==> config.mk <==
export PLATFORM = sky130hd
export DESIGN_NAME = mem_arbiter_flat
export DESIGN_NICKNAME = d
export VERILOG_FILES = /design/src/rtl/mem_arbiter_if.sv /design/src/rtl/mem_arbiter.sv /design/src/flat_wrapper.sv
export SDC_FILE = /design/constraint.sdc
export NUM_CORES = 1
export LEC_CHECK = 0
export ABC_AREA = 1
export CAP_MARGIN = 5
export CORE_MARGIN = 1.5
export CORE_UTILIZATION = 40
export CTS_BUF_LIST = sky130_fd_sc_hd__clkbuf_16
export DETAILED_ROUTE_END_ITERATION = 12
export DONT_BUFFER_PORTS = 1
export GPL_TIMING_DRIVEN = 0
export PLACE_DENSITY_LB_ADDON = 0.1
export SLEW_MARGIN = 20
export SYNTH_ARGS = -nofsm -noshare
export SYNTH_HDL_FRONTEND = slang
export SYNTH_SLANG_ARGS = --single-unit
==> constraint.sdc <==
create_clock -name clk -period 3.3 [get_ports clk]
set_input_delay 0.66 -clock clk [delete_from_list [all_inputs] [get_ports clk]]
set_output_delay 0.66 -clock clk [all_outputs]
set_load 0.03 [all_outputs]
==> src/rtl/mem_arbiter_if.sv <==
// Request/response bundle for the two RAM requesters plus the byte-wide RAM port.
// master = CPU side (fetch + data requesters, RAM model), slave = arbiter.
interface mem_arbiter_if #(
  parameter int ADDR_W = 16,
  parameter int MAX_B  = 8
);
  logic                 i_req;
  logic [ADDR_W-1:0]    i_addr;
  logic [1:0]           i_size;
  logic                 i_ack;
  logic [8*MAX_B-1:0]   i_rdata;

  logic                 d_req;
  logic                 d_we;
  logic [ADDR_W-1:0]    d_addr;
  logic [1:0]           d_size;
  logic [8*MAX_B-1:0]   d_wdata;
  logic                 d_ack;
  logic [8*MAX_B-1:0]   d_rdata;

  logic                 mem_load;
  logic [ADDR_W-1:0]    mem_addr;
  logic [7:0]           mem_d;
  logic [7:0]           mem_q;
  logic                 busy;

  modport master (
    output i_req, i_addr, i_size, d_req, d_we, d_addr, d_size, d_wdata, mem_q,
    input  i_ack, i_rdata, d_ack, d_rdata, mem_load, mem_addr, mem_d, busy
  );

  modport slave (
    input  i_req, i_addr, i_size, d_req, d_we, d_addr, d_size, d_wdata, mem_q,
    output i_ack, i_rdata, d_ack, d_rdata, mem_load, mem_addr, mem_d, busy
  );
endinterface

==> src/rtl/mem_arbiter.sv <==
// Round-robin arbiter sequencing a byte-wide RAM for fetch (I) and data (D) requesters.
// Latency 2**size+1 cycles from grant to ack; requests are held off (req stays high) while busy.
module mem_arbiter #(
  parameter int ADDR_W = 16,
  parameter int MAX_B  = 8
) (
  input logic          clk,
  input logic          rst_n,
  mem_arbiter_if.slave bus
);
  localparam int IDX_W = (MAX_B > 1) ? $clog2(MAX_B) : 1;
  localparam int DW    = 8 * MAX_B;

  typedef enum logic [1:0] {IDLE, XFER, DONE} state_t;

  state_t            state;
  logic              sel_d;
  logic              last_d;
  logic              we;
  logic [ADDR_W-1:0] base;
  logic [1:0]        size;
  logic [IDX_W-1:0]  idx;
  logic [IDX_W-1:0]  last_idx;
  logic [DW-1:0]     wdata;
  logic              grant_i;
  logic              grant_d;

  // D wins only when I is idle or I was served last.
  always_comb begin
    grant_d  = bus.d_req && (!bus.i_req || !last_d);
    grant_i  = bus.i_req && !grant_d;
    last_idx = IDX_W'((1 << size) - 1);
  end

  always_comb begin
    bus.mem_load = 1'b0;
    bus.mem_addr = '0;
    bus.mem_d    = '0;
    bus.busy     = (state != IDLE);
    if (state == XFER) begin
      bus.mem_addr = base + ADDR_W'(idx);
      if (we) begin
        bus.mem_load = 1'b1;
        bus.mem_d    = wdata[8*idx +: 8];
      end
    end
  end

  always_ff @(posedge clk or negedge rst_n) begin
    if (!rst_n) begin
      state       <= IDLE;
      sel_d       <= 1'b0;
      last_d      <= 1'b1;
      we          <= 1'b0;
      base        <= '0;
      size        <= '0;
      idx         <= '0;
      wdata       <= '0;
      bus.i_ack   <= 1'b0;
      bus.d_ack   <= 1'b0;
      bus.i_rdata <= '0;
      bus.d_rdata <= '0;
    end else begin
      bus.i_ack <= 1'b0;
      bus.d_ack <= 1'b0;
      case (state)
        IDLE: begin
          if (grant_i || grant_d) begin
            sel_d  <= grant_d;
            last_d <= grant_d;
            idx    <= '0;
            state  <= XFER;
            if (grant_d) begin
              base        <= bus.d_addr;
              size        <= bus.d_size;
              we          <= bus.d_we;
              wdata       <= bus.d_wdata;
              bus.d_rdata <= '0;
            end else begin
              base        <= bus.i_addr;
              size        <= bus.i_size;
              we          <= 1'b0;
              wdata       <= '0;
              bus.i_rdata <= '0;
            end
          end
        end
        XFER: begin
          if (!we) begin
            if (sel_d) bus.d_rdata[8*idx +: 8] <= bus.mem_q;
            else       bus.i_rdata[8*idx +: 8] <= bus.mem_q;
          end
          idx <= idx + 1'b1;
          if (idx == last_idx) begin
            state <= DONE;
            if (sel_d) bus.d_ack <= 1'b1;
            else       bus.i_ack <= 1'b1;
          end
        end
        DONE:    state <= IDLE;
        default: state <= IDLE;
      endcase
    end
  end
endmodule

==> src/flat_wrapper.sv <==
// flat-port wrapper written by rule: the top's interface ports become plain ports
module mem_arbiter_flat 
#(
  parameter int ADDR_W = 16,
  parameter int MAX_B  = 8
)
  (clk, rst_n, bus_i_req, bus_i_addr, bus_i_size, bus_d_req, bus_d_we, bus_d_addr, bus_d_size, bus_d_wdata, bus_mem_q, bus_i_ack, bus_i_rdata, bus_d_ack, bus_d_rdata, bus_mem_load, bus_mem_addr, bus_mem_d, bus_busy);
  mem_arbiter_if #(.ADDR_W(ADDR_W), .MAX_B(MAX_B)) bus_i ();
  input logic clk;
  input logic rst_n;
  input wire logic [$bits(bus_i.i_req)-1:0] bus_i_req;
  input wire logic [$bits(bus_i.i_addr)-1:0] bus_i_addr;
  input wire logic [$bits(bus_i.i_size)-1:0] bus_i_size;
  input wire logic [$bits(bus_i.d_req)-1:0] bus_d_req;
  input wire logic [$bits(bus_i.d_we)-1:0] bus_d_we;
  input wire logic [$bits(bus_i.d_addr)-1:0] bus_d_addr;
  input wire logic [$bits(bus_i.d_size)-1:0] bus_d_size;
  input wire logic [$bits(bus_i.d_wdata)-1:0] bus_d_wdata;
  input wire logic [$bits(bus_i.mem_q)-1:0] bus_mem_q;
  output wire logic [$bits(bus_i.i_ack)-1:0] bus_i_ack;
  output wire logic [$bits(bus_i.i_rdata)-1:0] bus_i_rdata;
  output wire logic [$bits(bus_i.d_ack)-1:0] bus_d_ack;
  output wire logic [$bits(bus_i.d_rdata)-1:0] bus_d_rdata;
  output wire logic [$bits(bus_i.mem_load)-1:0] bus_mem_load;
  output wire logic [$bits(bus_i.mem_addr)-1:0] bus_mem_addr;
  output wire logic [$bits(bus_i.mem_d)-1:0] bus_mem_d;
  output wire logic [$bits(bus_i.busy)-1:0] bus_busy;
  assign bus_i.i_req = bus_i_req;
  assign bus_i.i_addr = bus_i_addr;
  assign bus_i.i_size = bus_i_size;
  assign bus_i.d_req = bus_d_req;
  assign bus_i.d_we = bus_d_we;
  assign bus_i.d_addr = bus_d_addr;
  assign bus_i.d_size = bus_d_size;
  assign bus_i.d_wdata = bus_d_wdata;
  assign bus_i.mem_q = bus_mem_q;
  assign bus_i_ack = bus_i.i_ack;
  assign bus_i_rdata = bus_i.i_rdata;
  assign bus_d_ack = bus_i.d_ack;
  assign bus_d_rdata = bus_i.d_rdata;
  assign bus_mem_load = bus_i.mem_load;
  assign bus_mem_addr = bus_i.mem_addr;
  assign bus_mem_d = bus_i.mem_d;
  assign bus_busy = bus_i.busy;
  mem_arbiter #(.ADDR_W(ADDR_W), .MAX_B(MAX_B)) u_core (.clk(clk), .rst_n(rst_n), .bus(bus_i));
endmodule
==> results of run 1 <==
-- sequential cells by signal, summed over array words and instances, names as in the netlist, 2 cells and up --
register,count
u_core.bus.d_rdata,64
u_core.bus.i_rdata,64
u_core.wdata,64
u_core.base,16
u_core.idx,3
u_core.size,2
u_core.state,2
-- synthesized netlist by cell type --
cell / number / area share [%]
nor3_1: 22 / 1.1
xnor2_1: 1 / 0.086
inv_1: 57 / 2.1
a21oi_1: 30 / 1.5
dfrtp_1: 219 / 54
nand3_1: 54 / 2.6
nand3_2: 1 / 0.098
or2_2: 1 / 0.061
nor2_2: 6 / 0.37
nor2_4: 1 / 0.11
clkinv_1: 2 / 0.073
o21ai_0: 71 / 3.5
buf_4: 1 / 0.073
nand2_1: 522 / 19
ha_1: 10 / 1.2
nand3b_1: 3 / 0.22
buf_6: 1 / 0.11
xor2_1: 2 / 0.17
inv_2: 6 / 0.22
o22ai_1: 2 / 0.12
buf_2: 30 / 1.5
nand2_2: 13 / 0.79
clkbuf_1: 26 / 0.95
fa_1: 1 / 0.20
nor2_1: 132 / 4.8
a22o_1: 33 / 2.8
nand4_1: 16 / 0.98
o211ai_1: 4 / 0.29
dfstp_2: 1 / 0.26
a31oi_1: 18 / 1.1
-- power groups by stage --
stage               registers [µW]  logic (µW)  clock network (µW)
floorplan                     4310        3960                   0
global placement              4510        5330                   0
detailed placement            4520        5380                   0
CTS                           4460        5560                2510
global route                  4550        6230                2620
finish                        4460        5600                2440
-- final timing paths --
kind	startpoint	to	slack [ns]	depth (start not counted)
hold / removal	rst_n	u_core.bus.i_rdata[53]	-0.17	0
min in group clk	bus_d_wdata[61]	u_core.wdata[61]	0.26	2
setup reg to reg	u_core.idx[0]	u_core.bus.i_rdata[38]	0.31	12
setup / recovery	u_core.idx[0]	bus_mem_d[5]	0.11	8
hold reg to reg	u_core.last_d	u_core.last_d	0.49	2
max in group asynchronous	rst_n	u_core.bus.i_rdata[36]	3.17	0
-- placed cells by master, fill, tap and decap left out, types with 18 or more instances in the layout --
cell type	instances
nand2_1	522
dfrtp_1	218
nor2_1	115
o21ai_0	70
inv_1	68
nand3_1	51
a22o_1	33
buf_2	30
a21oi_1	30
clkbuf_16	25
clkbuf_1	23
nor3_1	20
a31oi_1	18
-- final cells by class --
cell class                 count  area [µm²]
buffer                        58         277
clock buffer                  25         626
clock inverter                19        81.3
fill                        2550       13700
inverter                      65         244
multi-input combinational    943        4350
sequential                   220        5510
tap                          330         413
timing repair buffer           3        22.5
-- logic make-up (layout without fill, tap and decap cells) --
family                     Yosys count  in the layout  synth area share [%]
AOI/OAI and AO/OA                  158            158                  9.27
xor gates and xnor gates             3              3                 0.257
adders and majority gates           11             11                  1.42
buffers and inverters              123            170                  4.98
DFF                                220            220                  53.8
and+or+nand+nor                    771            771                  30.3
-- stage by stage --
stage          worst slack [ns]  instance area, µm²  instances
6_report                  0.106               11500       1663
3_3_place_gp             -0.202               10700       1616
4_1_cts                  0.0272               11500       1663
5_1_grt                 0.00288               11500       1663
2_1_floorplan             0.414               10200       1286
3_5_place_dp             -0.197               10700       1616
-- timing repair --
item	4_1_cts	5_1_grt
endpoints found under the setup margin	15	26
pin swaps	0	3
setup buffers	3	0
hold endpoints to repair	219	219
resized for setup	21	23
-- routing by layer --
| layer | up-vias | routed length (µm) | GRT usage, % |
|---|---|---|---|
| met4 | 0 | 656 | 6.01 |
| met2 | 282 | 14300 | 38.5 |
| met3 | 42 | 2960 | 7.49 |
| met5 | - | 0 | 0 |
| li1 | 4195 | - | - |
| met1 | 4013 | 13000 | 29.4 |
==> impl_metrics.env, run 1 <==
export IMPL_grt_usage_pct=23.3
export IMPL_crit_family="buffers and inverters"
export IMPL_place_port_buffers=0
export IMPL_path_cells="buf_2 -> inv_2 -> buf_2 -> buf_2 -> o21ai_0 -> nand2_1 -> nor2_1 -> nor2_4"
export IMPL_fmax_ghz=0.313
export IMPL_drt_iter0_drc=528
export IMPL_holdCritPathClass="input pin to async pin"
export IMPL_start_util_pct=40.7
export IMPL_area_growth_pct=12.5
export IMPL_path_buf_inv=4
export IMPL_crit_top_cell="buf_2"
export IMPL_leakage_uw=0.00588
export IMPL_fin_crit_sh_pct=96.8
export IMPL_cts_tree="yes"
export IMPL_peakVddDrop_mv=0.440
export IMPL_cts_sinks=220
export IMPL_skew_ns=0.0114
export IMPL_fin_hold_ws_ns=-0.165
export IMPL_yosysWarnings=0
export IMPL_p_int_uw=6210
export IMPL_grt_pass1_vias=8480
export IMPL_final_antenna_net_count=0
export IMPL_crit_type="register to output pin"
export IMPL_synth_cell_type_count=30
export IMPL_worstPathArrival_ns=2.53
export IMPL_die_w_um=163
export IMPL_clockPowerShare_pct=19.5
export IMPL_finalMaxSlewViolations=0
export IMPL_finalCriticalPeriod_ns=3.19
export IMPL_grt_pass1_wl_um=48100
export IMPL_detail_route_wl_per_cell_um=18.6
export IMPL_status="finished, violations left"
export IMPL_synth_cells=1286
export IMPL_wl_um=31000
export IMPL_final_hold_violation_count=219
export IMPL_routabilityCongestion=0.827
export IMPL_avgViaCountPerCell=5.13
export IMPL_drive_gt1_share_pct=9.08
export IMPL_setup_tns_final_ns=0
export IMPL_clk_pin_slew_ns=0.06
export IMPL_ys_ff_latch=220
export IMPL_worstMarginPinSlew_ns=0.752
export IMPL_swShare_pct=50.4
export IMPL_start_kind="register"
export IMPL_maxSlewHeadroom_pct=50.0
export IMPL_hpwl_um=23000
export IMPL_critPathCaptureType="output pin"
export IMPL_avgSynthCellArea_um2=7.96
export IMPL_cpPeakStageDelay_ns=0.50
export IMPL_postLayoutCoreUtil_pct=45.8
export IMPL_rows=58
export IMPL_vias=8532
export IMPL_htree_levels=1
export IMPL_antenna_cells=0
export IMPL_setup_viol=0
export IMPL_combPwrFrac_pct=44.8
export IMPL_synth_seq_area_share_pct=53.8
export IMPL_seqPwrFrac_pct=35.7
export IMPL_root_buffer="clkbuf_16"
export IMPL_power_density_nw_per_um2=1090
export IMPL_cap_violations=0
export IMPL_worstPathRequired_ns=2.64
export IMPL_total_power_uw=12500
export IMPL_grt_max_degree=221
export IMPL_fp_dieH_um=163
export IMPL_cts_buffers=25
export IMPL_nNetsFinal=1440
export IMPL_violations="negative hold slack"
export IMPL_rsz0062_at_grt="no"
export IMPL_dieArea_um2=26600
export IMPL_synth_nets=1410
export IMPL_antenna_found_initial=0
export IMPL_critical_path_slowest_cell="dfrtp_1"
export IMPL_dr_pass1_iters=5
export IMPL_cp_max_fo=11
export IMPL_clockBufferDepth=3
export IMPL_overflow=0
export IMPL_io_pins=269
export IMPL_p_switching_uw=6300
export IMPL_insertion_delay_ns=0.52
export IMPL_core_area_um2=25200
export IMPL_drc=0
export IMPL_syn_cell_area_um2=10200
Note: power is estimated with default switching activity, not from simulation.
==> run 2, diff against run 1 <==
--- a/config.mk
+++ b/config.mk
@@ -14,6 +14,7 @@
 export DONT_BUFFER_PORTS = 1
 export GPL_TIMING_DRIVEN = 0
 export PLACE_DENSITY_LB_ADDON = 0.1
+export RECOVER_POWER = 100
 export SLEW_MARGIN = 20
 export SYNTH_ARGS = -nofsm -noshare
 export SYNTH_HDL_FRONTEND = slang
==> run 2 against run 1 <==
The flow still finishes with violations (negative hold slack). Setup slack improved by 0.034 ns. Count of clock-buffer cells in the layout is the same. Die area unchanged. Via count fell by 0.49%. Maximum frequency grew 1.1%.
==> impl_metrics.env, run 2 (synthesized netlist as in run 1, its figures left out) <==
export IMPL_critPathCaptureType="output pin"
export IMPL_top_regs="u_core.bus.d_rdata x64, u_core.bus.i_rdata x64, u_core.wdata x64"
export IMPL_leakage_uw=0.00587
export IMPL_skew_ns=0.0117
export IMPL_drt_iter0_drc=527
export IMPL_critical_path_endpoint="bus_mem_addr[3]"
export IMPL_final_cell_mix="nand2_1 (532), dfrtp_1 (218), nor2_1 (117)"
export IMPL_overflow=0
export IMPL_finalCriticalPeriod_ns=3.16
export IMPL_violations="negative hold slack"
export IMPL_cts_tree="yes"
export IMPL_rsz0062_at_grt="no"
export IMPL_grt_usage_pct=23.3
export IMPL_crit_family="compound AO/OA/AOI/OAI gates"
export IMPL_grt_max_degree=221
export IMPL_worstPathArrival_ns=2.50
export IMPL_cts_buffers=25
export IMPL_final_common_cell="nand2_1"
export IMPL_setup_tns_final_ns=0
export IMPL_reg2regPathDepth=12
export IMPL_worst_slack_ns=0.140
export IMPL_clockPowerShare_pct=19.7
export IMPL_worst_path_stages=5
export IMPL_io_pins=269
export IMPL_ff2ff_setup_slack_ns=0.25
export IMPL_fmax_ghz=0.316
export IMPL_place_area_um2=10700
export IMPL_detail_route_wl_per_cell_um=18.6
export IMPL_final_hold_violation_count=219
export IMPL_clockBufferDepth=3
export IMPL_cap_violations=0
export IMPL_avgViaCountPerCell=5.11
export IMPL_swShare_pct=50.3
export IMPL_cts_sinks=220
export IMPL_wl_um=30900
export IMPL_nNetsFinal=1440
export IMPL_worstPathRequired_ns=2.64
export IMPL_p_int_uw=6180
export IMPL_dpl_worst_slack_ns=-0.197
export IMPL_start_util_pct=40.7
export IMPL_seqPwrFrac_pct=35.9
export IMPL_insertion_delay_ns=0.52
export IMPL_clk_pin_slew_ns=0.06
export IMPL_grt_pass1_vias=8480
export IMPL_path_buf_inv=0
export IMPL_core_area_um2=25200
export IMPL_rows=58
export IMPL_routabilityCongestion=0.827
export IMPL_start_kind="register"
export IMPL_place_port_buffers=0
export IMPL_timing_rr_end="u_core.bus.i_rdata[38]"
export IMPL_finalMaxSlewViolations=0
export IMPL_status="finished, violations left"
export IMPL_fin_crit_sh_pct=95.8
export IMPL_fin_hold_ws_ns=-0.164
export IMPL_cpPeakStageDelay_ns=0.59
export IMPL_setup_viol=0
export IMPL_crit_type="register to output pin"
export IMPL_power_density_nw_per_um2=1080
export IMPL_holdCritPathClass="input pin to async pin"
export IMPL_dieArea_um2=26600
export IMPL_combPwrFrac_pct=44.5
export IMPL_grt_pass1_wl_um=48100
export IMPL_finish_instance_area_um2=11500
export IMPL_antenna_cells=0
export IMPL_area_growth_pct=12.2
export IMPL_dr_pass1_iters=5
export IMPL_hpwl_um=23000
export IMPL_root_buffer="clkbuf_16"
export IMPL_drive_gt1_share_pct=7.80
export IMPL_fp_dieH_um=163
export IMPL_drc=0
export IMPL_r2r_start="u_core.idx[0]"
export IMPL_peakVddDrop_mv=0.440
export IMPL_nFillCells=2560
export IMPL_path_cells="ha_1 -> or2_2 -> nand2_1 -> o21ai_0 -> a21oi_1"
export IMPL_maxSlewHeadroom_pct=51.2
export IMPL_cp_max_fo=6
export IMPL_p_switching_uw=6250
export IMPL_htree_levels=1
export IMPL_final_antenna_net_count=0
export IMPL_setup_worst_path_start="u_core.idx[2]"
export IMPL_vias=8490
export IMPL_die_w_um=163
export IMPL_antenna_found_initial=0
export IMPL_worstMarginPinSlew_ns=0.734
export IMPL_total_power_uw=12400
export IMPL_critical_path_slowest_cell="a21oi_1"
## run 2: changes by cell type in the layout (fill, tap and decap cells not counted), moves of 3 or more
cell / delta
nand2_1: +10
nand2_2: -10
buf_2: -3
inv_1: +3
inv_2: -3
## run 2: worst reg2reg max path: stages, from the launching register on
cell	delay, ns
dfrtp_1	0.48
buf_2	0.26
inv_2	0.08
buf_2	0.20
buf_2	0.23
ha_1	0.24
ha_1	0.19
nor2_1	0.31
buf_2	0.28
nand4_1	0.14
nor3_1	0.32
nand3_1	0.15
nand2_1	0.09
## run 2: power by group through the flow
stage	sequential, µW	clock [µW]	combinational (µW)
after floorplan	4310	0	3960
after global placement	4510	0	5330
after detailed placement	4520	0	5380
after CTS	4460	2510	5560
after global routing	4550	2620	6160
final	4460	2440	5530
## run 2: worst min path at each step
stage                                         to  cells after the start
after global placement    u_core.bus.i_rdata[62]                      0
after CTS                 u_core.bus.i_rdata[23]                      0
final                     u_core.bus.i_rdata[22]                      0
after detailed placement  u_core.bus.i_rdata[21]                      0
after global routing      u_core.bus.d_rdata[22]                      0
after floorplan                   u_core.base[0]                      0
## run 2: per-layer routing
metal | part of all wire, % | wire length, µm | track usage, % | vias to the layer above
met5 | 0 | 0 | 0 | -
li1 | - | - | - | 4190
met3 | 9.4 | 2920 | 7.49 | 44
met1 | 42 | 13100 | 29.4 | 3982
met4 | 2.1 | 663 | 6.01 | 0
met2 | 46 | 14300 | 38.5 | 274
## run 2: cell type report
type	count	area (µm²)	share of cell area, %
Sequential cell	220	5510	47.9
Multi-Input combinational cell	943	4320	37.6
Clock buffer	25	626	5.45
Tap cell	330	413	3.59
Buffer	58	274	2.39
Inverter	65	244	2.12
Clock inverter	19	81.3	0.708
Timing Repair Buffer	3	22.5	0.196
## run 2: through the flow
step / hold slack (ns) / utilization [%] / instances
floorplan: 0.364 / - / 1286
global placement: 0.375 / 42.3 / 1616
detailed placement: 0.373 / 42.3 / 1616
CTS: -0.187 / 45.5 / 1663
global route: -0.186 / 45.6 / 1663
finish: -0.164 / 45.6 / 1663
## run 2: timing repair
item,CTS,global route
pin swaps,0,3
gates resized for setup,21,23
buffers inserted,3,0
hold endpoints to repair,219,219
setup endpoints to repair,15,26
